`src/rtl/conv5x5_pkg.sv`:
```
// Shared constants and helpers for the 5x5 convolution window path.
package conv5x5_pkg;

    localparam int unsigned K              = 5;
    localparam int unsigned KK             = K * K;
    localparam int unsigned DEFAULT_DATA_W = 8;
    // Width of the flat window bus at the default pixel width
    localparam int unsigned WIN_W          = KK * DEFAULT_DATA_W;

    function automatic int unsigned win_idx(input int unsigned r, input int unsigned c);
        return r * K + c;
    endfunction

endpackage

```
`src/rtl/conv_line_delay.sv`:
```
// One image row of delay: circular buffer addressed by column, read-before-write.
module conv_line_delay #(
    parameter int unsigned DATA_W = 8,
    parameter int unsigned DEPTH  = 32,
    parameter int unsigned AW     = $clog2(DEPTH)
) (
    input  logic              clk,
    input  logic              en,
    input  logic [AW-1:0]     addr,
    input  logic [DATA_W-1:0] din,
    output logic [DATA_W-1:0] dout
);

    logic [DATA_W-1:0] mem [DEPTH];

    // Combinational read returns the value written one row earlier at this column
    assign dout = mem[addr];

    always_ff @(posedge clk) begin
        if (en) begin
            mem[addr] <= din;
        end
    end

endmodule

```
`src/rtl/conv5x5_window_gen.sv`:
```
// Raster pixel stream to 5x5 sliding window generator, valid positions only.
module conv5x5_window_gen
    import conv5x5_pkg::*;
#(
    parameter int unsigned DATA_W = DEFAULT_DATA_W,
    parameter int unsigned IMG_W  = 32,
    parameter int unsigned IMG_H  = 32
) (
    input  logic                        clk,
    input  logic                        rst_n,
    input  logic                        in_valid,
    input  logic                        in_sof,
    input  logic [DATA_W-1:0]           in_pixel,
    output logic                        out_valid,
    output logic                        out_last,
    output logic [KK*DATA_W-1:0]        out_win,
    output logic [$clog2(IMG_H)-1:0]    out_row,
    output logic [$clog2(IMG_W)-1:0]    out_col
);

    localparam int unsigned RW = $clog2(IMG_H);
    localparam int unsigned CW = $clog2(IMG_W);

    logic [RW-1:0]     row_q, cur_row;
    logic [CW-1:0]     col_q, cur_col;
    logic              at_win_pos, frame_end;
    logic [DATA_W-1:0] tap [K-1];
    logic [DATA_W-1:0] win [K][K];

    // in_sof forces the accepted pixel to (0,0), overriding the counters
    always_comb begin
        cur_row = in_sof ? '0 : row_q;
        cur_col = in_sof ? '0 : col_q;
    end

    assign at_win_pos = (32'(cur_row) >= K - 1) && (32'(cur_col) >= K - 1);
    assign frame_end  = (cur_row == RW'(IMG_H - 1)) && (cur_col == CW'(IMG_W - 1));

    always_ff @(posedge clk or negedge rst_n) begin
        if (!rst_n) begin
            row_q <= '0;
            col_q <= '0;
        end else if (in_valid) begin
            if (cur_col == CW'(IMG_W - 1)) begin
                col_q <= '0;
                row_q <= (cur_row == RW'(IMG_H - 1)) ? '0 : cur_row + 1'b1;
            end else begin
                col_q <= cur_col + 1'b1;
                row_q <= cur_row;
            end
        end
    end

    // tap[n] carries the pixel n+1 rows above the current column
    for (genvar n = 0; n < K - 1; n++) begin : g_line
        logic [DATA_W-1:0] din;
        if (n == 0) begin : g_first
            assign din = in_pixel;
        end else begin : g_next
            assign din = tap[n-1];
        end
        conv_line_delay #(
            .DATA_W (DATA_W),
            .DEPTH  (IMG_W),
            .AW     (CW)
        ) u_line (
            .clk  (clk),
            .en   (in_valid),
            .addr (cur_col),
            .din  (din),
            .dout (tap[n])
        );
    end

    always_ff @(posedge clk or negedge rst_n) begin
        if (!rst_n) begin
            for (int unsigned r = 0; r < K; r++) begin
                for (int unsigned c = 0; c < K; c++) begin
                    win[r][c] <= '0;
                end
            end
            out_valid <= 1'b0;
            out_last  <= 1'b0;
            out_row   <= '0;
            out_col   <= '0;
        end else begin
            out_valid <= in_valid && at_win_pos;
            out_last  <= in_valid && at_win_pos && frame_end;
            if (in_valid) begin
                for (int unsigned r = 0; r < K; r++) begin
                    for (int unsigned c = 0; c < K - 1; c++) begin
                        win[r][c] <= win[r][c+1];
                    end
                end
                for (int unsigned r = 0; r < K - 1; r++) begin
                    win[r][K-1] <= tap[K-2-r];
                end
                win[K-1][K-1] <= in_pixel;
                out_row       <= cur_row;
                out_col       <= cur_col;
            end
        end
    end

    always_comb begin
        out_win = '0;
        for (int unsigned r = 0; r < K; r++) begin
            for (int unsigned c = 0; c < K; c++) begin
                out_win[DATA_W*win_idx(r, c) +: DATA_W] = win[r][c];
            end
        end
    end

endmodule
```
`config.mk`:
```
export PLATFORM = sky130hd
export DESIGN_NAME = conv5x5_window_gen
export DESIGN_NICKNAME = d
export VERILOG_FILES = /design/src/rtl/conv5x5_pkg.sv /design/src/rtl/conv_line_delay.sv /design/src/rtl/conv5x5_window_gen.sv
export SDC_FILE = /design/constraint.sdc
export NUM_CORES = 1
export LEC_CHECK = 0
export CAP_MARGIN = 10
export CORE_AREA = 8 8 310 312
export DETAILED_ROUTE_END_ITERATION = 12
export DIE_AREA = 0 0 318 320
export GPL_TIMING_DRIVEN = 0
export PLACE_DENSITY = 0.83
export SLEW_MARGIN = 5
export SYNTH_ARGS = -nofsm -noshare
export SYNTH_HDL_FRONTEND = slang
export SYNTH_HIERARCHICAL = 1
export SYNTH_SLANG_ARGS = --single-unit
```
`constraint.sdc`:
```
create_clock -name clk -period 3.5 [get_ports clk]
set_clock_uncertainty 0.15 [all_clocks]
set_input_delay 0.35 -clock clk [delete_from_list [all_inputs] [get_ports clk]]
set_output_delay 0.35 -clock clk [all_outputs]
set_load 0.005 [all_outputs]
```
==> metrics <==
# fillers 5715; clk_lat worst skew 0.72 ns; Layout area overhead 19.5%; routed vias 28900; CTS Buf Count 115; initial antenna violation count 4; max cap viols 0; PortBufs 223; Synth Area per Inst 17.4 µm²; peak supply drop 0.623 mV; post-route ant nets 0; Slew HR 10.6%; die area 102000 µm²; Iter 0 DRT Violations 4007; Critical Path Max Stage Delay 0.60 ns; GPL Wtd Cong 0.945; drt wl/cell 28.8 µm; Nets 3224; count of final max-slew check failures 0; Flop pwr share 47.4%; drt drc 0; CP bufs+invs 3; H-tree depth 3; worst slew pin tran 1.34 ns; setup ws final -0.0476 ns; critical-path cell list nand2b_1, inv_4, clkbuf_2, or4_1, clkbuf_1, o22ai_1, nor4_4, nand2_2; final setup fails 39; period utilisation layout 101%; final WL 129 mm; Synth Cell Area 48700 µm²; Critical Path Start Type register; clk buf depth 3; EDFF count, synth 1024; ys async rst share 17.8%; Crit path max-delay family simple AND/OR/NAND/NOR gates; failing checks negative setup slack; Switch Pwr 0.0117 W; placed inst area 52500 µm²; FMAX 0.282 GHz; clock network fraction of total power 30.5%; P_int 0.0297 W; FF+latch count, synth 1246; grt total ovfl 0; Clock Tree Root clkbuf_16; routed vias/inst 6.44; # rows 111; commonest non-fill, non-tap cell in the layout edfxtp_1; HP Class in -> async; PwrDens 712 nW/µm²; HPWL Detailed 74.6 mm; Place WS -2.32 ns; status finished, violations left; Die H 320 µm; register area share after synthesis 74.6%; critical path arrival 3.72 ns; clk slew on worst S/H paths 0.06 ns; WS Path Type reg -> reg; ys flop type edfxtp_1; share of layout cells above drive strength 1 16.8%; slowest cell on the critical path nor4_4; global-route wire length before repair 183 mm; largest net degree at the start of global routing 93; vias in the first global route 28600; initial core utilization 53.5%; syn_nets 2809; Hold Vio Cnt, Final 0; gr usage total 23.4%; Comb power frac 22.1%; CTS tree done; Initial DRT Pass Iterations 6; Syn. warnings 6; Num Clock Sinks 1246; Tmin final 3.55 ns; Top Ports 224; design area 58200 µm²; CP Max Fanout 16; Crit path required time 3.67 ns; Leakage 19.9 nW; Hold Slack 0.0434 ns; core area 91000 µm²; Cells after Synth 2791; RSZ-0062 raised after global routing yes; crit end category register; most frequent cells in the layout 1024 x edfxtp_1, 514 x mux2i_1, 252 x o22ai_1; sw frac 28.2%; Die X 318 µm; Synth cell types 45
[logic make-up after synthesis]
logic type               Yosys count  share of synthesized area, %
AO/OA/AOI/OAI                    271                          3.57
adder cells (fa/ha/maj)            6                         0.154
buffers and inverters            175                          1.83
flip-flops                      1246                          74.6
multiplexers                     726                          15.5
AND/OR/NAND/NOR                  367                          4.39
[Yosys cell counts (5+ instances only)]
| cell type | number | share of area, % |
|---|---|---|
| nand4b_1 | 16 | 0.29 |
| nand2_1 | 42 | 0.32 |
| mux2i_1 | 514 | 11 |
| o22ai_1 | 253 | 3.3 |
| edfxtp_1 | 1024 | 63 |
| ha_1 | 6 | 0.15 |
| mux2_2 | 50 | 1.2 |
| buf_6 | 8 | 0.19 |
| nand4bb_1 | 20 | 0.46 |
| nor4_1 | 64 | 0.82 |
| nand2b_1 | 5 | 0.064 |
| or3_1 | 5 | 0.064 |
| inv_1 | 6 | 0.046 |
| nand3_1 | 11 | 0.11 |
| buf_4 | 11 | 0.17 |
| dfrtp_1 | 222 | 11 |
| nand3b_1 | 18 | 0.28 |
| nor2_1 | 119 | 0.92 |
| nor3_1 | 16 | 0.16 |
| nor2b_1 | 7 | 0.090 |
| buf_2 | 103 | 1.1 |
| or4b_1 | 16 | 0.33 |
| buf_1 | 8 | 0.062 |
| clkbuf_1 | 33 | 0.25 |
| or3b_2 | 12 | 0.22 |
| mux2_1 | 162 | 3.7 |
[area by class of cell]
class | count | area (µm²) | area share (%)
antenna | 3 | 7.51 | 0.0129
buffer | 164 | 930 | 1.60
clock buffer | 162 | 3350 | 5.76
clock inverter | 51 | 502 | 0.862
inverter | 8 | 35.0 | 0.0602
multi-input combinational | 1389 | 12700 | 21.8
sequential | 1246 | 36300 | 62.4
tap | 1186 | 1480 | 2.55
timing repair buffer | 282 | 2880 | 4.95
[repair_timing]
item,in CTS,in global routing
setup buffers,22,29
hold buffers,1,0
cloned,9,10
pin swaps,26,37
resized for setup,161,47
endpoints found under the hold margin,169,0
setup endpoints to repair,1263,1017
[layer usage]
metal,global-route usage [%],share of wire [%]
met4,8.98,5.2
met5,0,0.010
met1,30.0,35
met3,6.21,12
met2,38.3,48
[worst paths after layout]
kind                       slack, ns                           to  depth (start not counted)         start
max                            -0.05   g_line[1].u_line/mem[3][0]                          8      col_q[0]
min                             0.04                 out_win[180]                          2         rst_n
max reg2reg                    -0.05   g_line[1].u_line/mem[3][0]                          8      col_q[0]
min reg2reg                     0.33                 out_win[126]                          1  out_win[126]
max in group asynchronous       2.20                 out_win[102]                          3         rst_n
min in group clk                0.07  g_line[0].u_line/mem[10][0]                          1   in_pixel[0]
[per-stage QoR]
step                setup TNS (ns)  cells  util (%)  total power (W)
floorplan                        0   2791         -           0.0231
CTS                              0   4448      63.2           0.0408
finish                       -1.17   4491      64.0           0.0414
global placement          -5803.25   4200      57.6           0.0273
global route                 -1.38   4489      64.0           0.0426
detailed placement        -2170.14   4203      57.7           0.0277
[power groups by stage]
stage | Sequential (W) | Combinational (W) | Clock (W)
final | 0.0196 | 0.00917 | 0.0126
after global routing | 0.0198 | 0.00950 | 0.0133
after CTS | 0.0196 | 0.00849 | 0.0127
after detailed placement | 0.0199 | 0.00775 | 0
after global placement | 0.0199 | 0.00749 | 0
after floorplan | 0.0196 | 0.00349 | 0
[flip-flops by register name, summed over array words and instances (netlist names)]
signal             cells
row_q                  5
col_q                  5
out_col                5
out_last               1
out_valid              1
out_row                5
out_win              200
g_line.u_line/mem   1024
Power figures use the tool's default switching activity.
